## src/rtl/periph_bus_pkg.sv

```systemverilog
// Shared address map, slave index and controller state types for the peripheral bus.
package periph_bus_pkg;

   typedef enum logic [2:0] {
      SL_RAM     = 3'd0,
      SL_UART    = 3'd1,
      SL_TIMER   = 3'd2,
      SL_LED4X4  = 3'd3,
      SL_GPIO    = 3'd4,
      SL_BUTTONS = 3'd5,
      SL_SYNTH   = 3'd6,
      SL_FLASH   = 3'd7
   } slave_idx_t;

   typedef enum logic [1:0] {
      ST_IDLE   = 2'd0,
      ST_ACCESS = 2'd1,
      ST_DONE   = 2'd2,
      ST_ERROR  = 2'd3
   } state_t;

   // RAM owns a 64 KiB page (bits [31:16]), flash a 16 MiB page (bits [31:24]);
   // register peripherals own a 16-byte window matched on bits [31:4].
   localparam logic [15:0] RAM_PAGE    = 16'h0000;
   localparam logic [7:0]  FLASH_PAGE  = 8'h01;
   localparam logic [27:0] UART_WIN    = 28'h000_2000;
   localparam logic [27:0] TIMER_WIN   = 28'h000_3000;
   localparam logic [27:0] LED4X4_WIN  = 28'h000_4000;
   localparam logic [27:0] GPIO_WIN    = 28'h000_5000;
   localparam logic [27:0] BUTTONS_WIN = 28'h000_6000;
   localparam logic [27:0] SYNTH_WIN   = 28'h000_7000;

   function automatic logic reg_window_hit(input logic [31:0] address, input logic [27:0] win);
      return address[31:4] == win;
   endfunction

endpackage

```

## src/rtl/periph_addr_decode.sv

```systemverilog
// Combinational address decoder: maps a bus address to a peripheral index plus a hit flag.
// Zero latency; no flow control.
module periph_addr_decode
   import periph_bus_pkg::*;
(
   input  logic [31:0] address,
   output slave_idx_t  idx,
   output logic        hit
);

   always_comb begin
      idx = SL_RAM;
      hit = 1'b1;
      if (address[31:16] == RAM_PAGE)               idx = SL_RAM;
      else if (address[31:24] == FLASH_PAGE)        idx = SL_FLASH;
      else if (reg_window_hit(address, UART_WIN))    idx = SL_UART;
      else if (reg_window_hit(address, TIMER_WIN))   idx = SL_TIMER;
      else if (reg_window_hit(address, LED4X4_WIN))  idx = SL_LED4X4;
      else if (reg_window_hit(address, GPIO_WIN))    idx = SL_GPIO;
      else if (reg_window_hit(address, BUTTONS_WIN)) idx = SL_BUTTONS;
      else if (reg_window_hit(address, SYNTH_WIN))   idx = SL_SYNTH;
      else                                           hit = 1'b0;
   end

endmodule

```

## src/rtl/periph_bus_ctrl.sv

```systemverilog
// Bridges one held-until-ready master request to one-hot peripheral selects; s_sel one cycle after
// request, m_ready one cycle after s_ready; unmapped or stalled (TIMEOUT) accesses answer with m_error.
module periph_bus_ctrl
   import periph_bus_pkg::*;
#(
   parameter int NUM_SLAVES = 8,
   parameter int TIMEOUT    = 255
) (
   input  logic                  clk,
   input  logic                  reset,
   input  logic [31:0]           m_address,
   input  logic                  m_read,
   input  logic                  m_write,
   input  logic [3:0]            m_write_mask,
   input  logic [31:0]           m_write_value,
   output logic [31:0]           m_read_value,
   output logic                  m_ready,
   output logic                  m_error,
   output logic [NUM_SLAVES-1:0] s_sel,
   output logic [31:0]           s_address,
   output logic                  s_read,
   output logic [3:0]            s_write_mask,
   output logic [31:0]           s_write_value,
   input  logic [31:0]           s_read_value,
   input  logic [NUM_SLAVES-1:0] s_ready,
   output logic [31:0]           err_address,
   output logic [7:0]            err_count,
   input  logic                  err_clear
);

   localparam int               CNT_W    = (TIMEOUT < 2) ? 1 : $clog2(TIMEOUT + 1);
   localparam logic [CNT_W-1:0] CNT_LAST = CNT_W'(TIMEOUT - 1);

   state_t                  state_q, state_d;
   logic                    turn_q;
   logic [CNT_W-1:0]        wait_cnt_q;
   logic [31:0]             rdata_q;
   slave_idx_t              dec_idx;
   logic                    dec_hit;
   logic                    mapped;
   logic                    req_ok;
   logic                    req_bad;
   logic                    accept;
   logic                    sel_rdy;
   logic                    wait_expired;
   logic                    err_entry;
   logic [NUM_SLAVES-1:0]   dec_sel;

   periph_addr_decode u_decode (
      .address (m_address),
      .idx     (dec_idx),
      .hit     (dec_hit)
   );

   always_comb begin
      mapped  = dec_hit && (int'(dec_idx) < NUM_SLAVES);
      dec_sel = '0;
      if (mapped) dec_sel[dec_idx] = 1'b1;
      req_ok  = (m_read ^ m_write) && mapped;
      req_bad = (m_read || m_write) && !req_ok;
   end

   // Only the selected peripheral's ready counts; s_sel is one-hot while in ACCESS.
   assign sel_rdy      = |(s_ready & s_sel);
   assign wait_expired = (wait_cnt_q == CNT_LAST);
   assign accept       = (state_q == ST_IDLE) && !turn_q && req_ok;

   always_comb begin
      state_d = state_q;
      case (state_q)
         ST_IDLE: begin
            if (!turn_q) begin
               if (req_ok)       state_d = ST_ACCESS;
               else if (req_bad) state_d = ST_ERROR;
            end
         end
         ST_ACCESS: begin
            if (sel_rdy)           state_d = ST_DONE;
            else if (wait_expired) state_d = ST_ERROR;
         end
         ST_DONE:  state_d = ST_IDLE;
         ST_ERROR: state_d = ST_IDLE;
         default:  state_d = ST_IDLE;
      endcase
   end

   assign err_entry = (state_d == ST_ERROR) && (state_q != ST_ERROR);

   always_ff @(posedge clk or negedge reset) begin
      if (!reset) begin
         state_q       <= ST_IDLE;
         turn_q        <= 1'b0;
         wait_cnt_q    <= '0;
         rdata_q       <= '0;
         s_sel         <= '0;
         s_address     <= '0;
         s_read        <= 1'b0;
         s_write_mask  <= '0;
         s_write_value <= '0;
      end else begin
         state_q <= state_d;
         // The master still holds its old request during the response cycle.
         turn_q  <= (state_q == ST_DONE) || (state_q == ST_ERROR);
         case (state_q)
            ST_IDLE: begin
               if (accept) begin
                  s_sel         <= dec_sel;
                  s_address     <= m_address;
                  s_read        <= m_read;
                  s_write_mask  <= m_write ? m_write_mask : 4'b0000;
                  s_write_value <= m_write ? m_write_value : 32'h0;
                  wait_cnt_q    <= '0;
               end
            end
            ST_ACCESS: begin
               if (sel_rdy) rdata_q    <= s_read_value;
               else         wait_cnt_q <= wait_cnt_q + 1'b1;
               if (sel_rdy || wait_expired) begin
                  s_sel        <= '0;
                  s_read       <= 1'b0;
                  s_write_mask <= '0;
               end
            end
            default: ;
         endcase
      end
   end

   always_ff @(posedge clk or negedge reset) begin
      if (!reset) begin
         err_address <= '0;
         err_count   <= '0;
      end else begin
         if (err_entry) err_address <= (state_q == ST_IDLE) ? m_address : s_address;
         if (err_clear)                            err_count <= err_entry ? 8'd1 : 8'd0;
         else if (err_entry && err_count != 8'hFF) err_count <= err_count + 8'd1;
      end
   end

   assign m_ready      = (state_q == ST_DONE) || (state_q == ST_ERROR);
   assign m_error      = (state_q == ST_ERROR);
   assign m_read_value = (state_q == ST_DONE) ? rdata_q : 32'h0;

endmodule

```

## config.mk

```make
export PLATFORM = sky130hd
export DESIGN_NAME = periph_bus_ctrl
export DESIGN_NICKNAME = d
export VERILOG_FILES = /design/src/rtl/periph_bus_pkg.sv /design/src/rtl/periph_addr_decode.sv /design/src/rtl/periph_bus_ctrl.sv
export SDC_FILE = /design/constraint.sdc
export NUM_CORES = 1
export LEC_CHECK = 0
export BUFFER_PORTS_ARGS = -buffer_cell sky130_fd_sc_hd__buf_4
export CORE_UTILIZATION = 32
export DETAILED_ROUTE_END_ITERATION = 6
export SYNTH_ARGS = -nofsm -noshare
export SYNTH_HDL_FRONTEND = slang
export SYNTH_HIERARCHICAL = 1
export SYNTH_SLANG_ARGS = --single-unit
```

## constraint.sdc

```tcl
create_clock -name clk -period 2.71 [get_ports clk]
set_input_delay 0.4065 -clock clk [delete_from_list [all_inputs] [get_ports clk]]
set_output_delay 0.4065 -clock clk [all_outputs]
set_load 0.05 [all_outputs]
```

=== Word level (Yosys, flattened, before mapping) ===
Cells that the tools add are included.

* $add $sub $neg: 2
* Magnitude comparators: 2
* Equal/unequal tests: 17
* Muxes and demuxes: 44
* Bitwise operators: 2
* Reduce and logical (&&, ||, !) cells: 22

{| class="wikitable"
|+ Operators by type and width
! operator !! number
|-
| equality test 28 x 15 -> 1 bit, second input constant || 4
|-
| two-way mux 32 bit || 3
|-
| equality test 28 x 14 -> 1 bit, second input constant || 2
|-
| two-way mux 8 bit || 7
|-
| case mux 8 bit (2 select lines) || 2
|-
| two-way mux 3 bit || 8
|-
| adder 8 x 1 -> 8 bit, second input constant || 2
|-
| zero test 16 bit || 1
|-
| two-way mux 1 bit || 12
|-
| two-way mux 4 bit || 3
|-
| two-way mux 2 bit || 5
|-
| bitwise AND 8 bit || 1
|-
| equality test 8 x 1 -> 1 bit, second input constant || 1
|-
| equality test 8 bit, second input constant || 1
|-
| != test 2 bit, second input constant || 4
|-
| != test 8 bit, second input constant || 1
|-
| case mux 4 bit (2 select lines) || 1
|-
| OR reduction 8 bit || 1
|-
| logical AND 1 bit || 7
|-
| equality test 2 bit, second input constant || 3
|-
| case mux 2 bit (3 select lines) || 1
|-
| AND reduction 3 bit || 2
|-
| < comparator 3 x 4 -> 1 bit, second input constant || 1
|-
| AND reduction 2 bit || 2
|-
| 10 further kinds || 14
|}

* Register bits after elaboration: 160
* Input bits: 113
* Logic and storage cells: 100

=== Logic depth before layout (Yosys ltp) ===
* Depth in word-level cells: 21
* Gate-level depth with buffers: 11
* Gate-level depth less buffers: 10

=== By module ===
The synthesis kept the hierarchy.

{| class="wikitable"
|+ By module, submodules not included
! module !! times used !! cells an instance !! area an instance (µm²) !! sequential area each (µm²)
|-
| periph_bus_ctrl || 1 || 718 || 7,150.6 || 4,003.8
|-
| periph_addr_decode || 1 || 19 || 140.1 || 0.0
|}

=== Worst setup path after synthesis ===
Ideal clock, no wire load.

* Kind: in2reg
* From: input m_address[26]
* To: register err_address[10]
* Library setup time: 0.128 ns
* Arrival: 2.561 ns
* Data required time: 2.582 ns
* Setup slack: 0.021 ns
* Stages on the path: 10
* Path buffers: 1
* Cells stage by stage: nor4_2 -> nand4_1 -> or4_1 -> o211ai_2 -> nand2_1 -> a211o_1 -> a21boi_4 -> nor2_4 -> buf_4 -> mux2_1

* Longest elaborated chain between the ends: 18
* Elaborated cells on any way between the ends: 25

{| class="wikitable"
|+ RTL lines
! element !! line !! RTL
|-
| start, declared || periph_bus_ctrl.sv:11 || <nowiki>input logic [31:0] m_address,</nowiki>
|-
| equality test 28 x 15 -> 1 bit || periph_bus_pkg.sv:34 || <nowiki>return address[31:4] == win;</nowiki>
|-
| two-way mux 1 bit || periph_addr_decode.sv:21 || <nowiki>else if (reg_window_hit(address, SYNTH_WIN)) idx = SL_SYNTH;</nowiki>
|-
| two-way mux 1 bit || periph_addr_decode.sv:20 || <nowiki>else if (reg_window_hit(address, BUTTONS_WIN)) idx = SL_BUTTONS;</nowiki>
|-
| two-way mux 1 bit || periph_addr_decode.sv:19 || <nowiki>else if (reg_window_hit(address, GPIO_WIN)) idx = SL_GPIO;</nowiki>
|-
| two-way mux 1 bit || periph_addr_decode.sv:18 || <nowiki>else if (reg_window_hit(address, LED4X4_WIN)) idx = SL_LED4X4;</nowiki>
|-
| two-way mux 1 bit || periph_addr_decode.sv:17 || <nowiki>else if (reg_window_hit(address, TIMER_WIN)) idx = SL_TIMER;</nowiki>
|-
| two-way mux 1 bit || periph_addr_decode.sv:16 || <nowiki>else if (reg_window_hit(address, UART_WIN)) idx = SL_UART;</nowiki>
|-
| two-way mux 1 bit || periph_addr_decode.sv:15 || <nowiki>else if (address[31:24] == FLASH_PAGE) idx = SL_FLASH;</nowiki>
|-
| [... 1 more ...] || n/a ||
|-
| net dec_hit || periph_bus_ctrl.sv:39 || <nowiki>logic dec_hit;</nowiki>
|-
| [... 1 more ...] || n/a ||
|-
| zero test 1 bit || periph_bus_ctrl.sv:60 || <nowiki>req_bad = (m_read || m_write) && !req_ok;</nowiki>
|-
| logical AND 1 bit || periph_bus_ctrl.sv:60 ||
|-
| two-way mux 2 bit || periph_bus_ctrl.sv:74 || <nowiki>else if (req_bad) state_d = ST_ERROR;</nowiki>
|-
| two-way mux 2 bit (*) || periph_bus_ctrl.sv:73 || <nowiki>if (req_ok) state_d = ST_ACCESS;</nowiki>
|-
| two-way mux 2 bit (*) || periph_bus_ctrl.sv:72 || <nowiki>if (!turn_q) begin</nowiki>
|-
| case mux 2 bit (3 select lines) (*) || periph_bus_ctrl.sv:70 || <nowiki>case (state_q)</nowiki>
|-
| equality test 2 bit (*) || periph_bus_ctrl.sv:87 || <nowiki>assign err_entry = (state_d == ST_ERROR) && (state_q != ST_ERROR);</nowiki>
|-
| logical AND 1 bit (*) || periph_bus_ctrl.sv:87 ||
|-
| end signal, assigned || periph_bus_ctrl.sv:134 || <nowiki>if (err_entry) err_address <= (state_q == ST_IDLE) ? m_address : s_address;</nowiki>
|-
| end, declared || periph_bus_ctrl.sv:26 || <nowiki>output logic [31:0] err_address,</nowiki>
|}

The timed path passes the listed nets; every way through them passes the cells marked *.
A chain may end at the register's enable or synchronous reset.

=== Final worst setup path ===
* From: input m_address[24]
* To: register err_address[1]

The elaborated chain is that of the path after synthesis.

==> run metrics <==
setup tns final 0 ps; H-tree levels 4; ys flop type dfrtp_1; Sink Count 160; Rows 54; n_diodes 0; clk_lat worst skew 410 ps; most used standard cell by instance count after synthesis nand2_1; Hold Path Class in -> async; drt total wl 20800 um; Hold Buf Count CTS 0; commonest cells in the netlist nand2_1, dfrtp_1, nand3_1, and2_1; first-pass GRT wire length 34300 um; Synth Area in Compound Gates 5.90%; IR drop worst, VDD 0.000435 V; simple-gate share of the synthesized area 25.5%; Resize count post-CTS 0; largest net degree at the start of global routing 68; via count 6297; Hold Violations, Final 4; max-slew violations 0; antenna violations before repair 0; yosys warns 6; Least-Margin Pin Slew 738 ps; CTS tree yes; post-synthesis cell count 737; initial core utilization 33.0%; Antenna Violating Nets Remaining 0; Final Skew 11.5 ps; share of post-route cells with drive strength above 1 38.4%; TritonCTS Buffers 17; wire per inst 15.8 um; Die Width 153 um; gr ovfl total 0; worst hold slack -10.7 ps; most used cell, CP buf_4; delay of the slowest critical-path stage 440 ps; Pleak 5.65 nW; mean area per synthesized cell 9.89 um2; Req. time, crit path 3000 ps; Worst R2R Setup Slack 510 ps; Syn Nets 854; io pins 264; top-area cell type share of the netlist area 54.9%; unrepaired setup endpoints after global routing no; largest family of logic cells by synthesized area simple AND/OR/NAND/NOR gates; # port buffers 263; Post-synth EDFFs 0; number of global-route vias before repair 6327; WS Path Type in -> reg; Core ar. 22100 um2; Clock Path Buffers 2; adder-cell share of the synthesized area 0.686%; count of distinct cell types in the synthesized netlist 53; gr usage total 18.5%; drt drc 0; startpoint type of the worst setup path input pin; headroom to the max-slew limit 50.5%; CP Max Fanout 33; critical path arrival 2880 ps; PD cells 796 nW/um2; xor-xnor portion of the synthesized cell area 0.120%; violated checks negative hold slack; die area 23400 um2; Synth area leaders dfrtp_1, nand2_1, mux2_1; Max Fclk 385 MHz; TritonRoute pass-1 iters 4; multiplexer share of the synthesized area 10.0%; Finish-stage setup viols 0; Nets 1143; #FFs+latches synth 160; Yosys top cell by area dfrtp_1; status finished, violations left; Detail Placement HPWL 14800 um; Iteration-0 DRC Markers 294; RD Place Congestion 0.804; crit path cell chain buf_4, nor4_2, buf_4, nand4_1, or4_1, o211ai_2, nand2_1, a211o_1, a21boi_4, nor2_4, buf_12, mux2_1; Setup Buffers After CTS 0; slowest cell on the critical path or4_1; CTS Root Cell clkbuf_16; height of the die 153 um; CP endpoint kind flop; Period minus WS final 2600 ps; final critical-path share of the clock period 95.9%; # fillers 2157; register area share after synthesis 54.9%; Async S/R FF share, synth 100%; Max-Cap Viols 0; post-DR vias/cell 4.78; clock-pin slew on the worst setup and hold paths 70 ps; area delta synth->final 43.6%; mapped cell area 7290 um2
-- registers in the layout, indices dropped and copies added, names as in the netlist, 2 cells and up --
| name | cells |
|---|---|
| wait_cnt_q | 8 |
| rdata_q | 32 |
| state_q | 2 |
| s_write_value | 32 |
| err_address | 32 |
| s_write_mask | 4 |
| s_address | 32 |
| s_sel | 8 |
| err_count | 8 |
-- cells by family after synthesis --
kind of cell,Yosys count
AO/OA/AOI/OAI,54
XOR/XNOR,1
adder cells (fa/ha/maj),4
buffers and inverters,48
flip-flops,160
multiplexers,65
AND/OR/NAND/NOR,405
-- cells in the final DEF, fill, tap and decap left out, types with 3 or more instances in the layout --
cell type   instances
mux2_2             32
o41ai_1             6
mux2_1             32
a21oi_1             6
and3_1              4
nor2_1              3
or4_1               4
nand2b_1            3
nand3_1            43
clkbuf_16          17
and2_1             34
o21ai_0            10
clkinvlp_4          5
dfrtp_1           160
buf_12              7
nor4_1              3
inv_1               5
o31ai_1            12
a22oi_2             4
inv_6               6
nand2_1           278
buf_4             302
or2_2               4
ha_1                4
o311ai_1            4
nand4_1             8
-- critical path, delay by kind of cell --
kind,cells,cell delay [ps]
AND/OR/NAND/NOR,5,1020
AO/OA/AOI/OAI,3,570
buffers and inverters,3,510
multiplexers,1,350
-- per-layer routing --
metal / vias up / share of wire (%) / GRT usage, %
met4: 0 / 1.3 / 4.81
met2: 186 / 47 / 29.7
met3: 19 / 5.4 / 4.71
met1: 3054 / 47 / 24.9
met5: - / 0 / 0
li1: 3038 / - / -
-- stage by stage --
stage	power, mW	cells	util [%]	worst slack, ps	instance area [um2]
floorplan	4.88	737	-	21.4	7290
global placement	6.02	1287	44.8	-254	9890
detailed placement	6.05	1287	44.8	-294	9890
CTS	8.43	1318	47.3	122	10500
global route	8.78	1318	47.4	3.15	10500
finish	8.33	1318	47.4	110	10500
-- area by class of cell --
cell class,count,area [um2],share of cell area (%)
Clock buffer,18,439,4.20
Clock inverter,13,125,1.20
Multi-Input combinational cell,529,3090,29.5
Inverter,7,26.3,0.251
Timing Repair Buffer,311,2430,23.2
Tap cell,280,350,3.35
Sequential cell,160,4000,38.3
-- power by group --
group / switching (mW) / internal, mW
clock network: 1.03 / 1.30
logic: 2.01 / 1.05
registers: 0.240 / 2.70
total: 3.28 / 5.05
-- worst paths after layout --
path | start | to | depth (start not counted)
setup / recovery | m_address[24] | err_address[1]$_DFFE_PN0P_ | 12
hold / removal | reset | s_address[22]$_DFFE_PN0P_ | 1
setup reg to reg | state_q[1]$_DFF_PN0_ | err_address[1]$_DFFE_PN0P_ | 6
hold reg to reg | s_write_value[25]$_DFFE_PN0P_ | s_write_value[25]$_DFFE_PN0P_ | 2
max in group asynchronous | reset | s_write_value[21]$_DFFE_PN0P_ | 2
min in group clk | m_address[0] | s_address[0]$_DFFE_PN0P_ | 3
(Power assumes the default switching activity.)
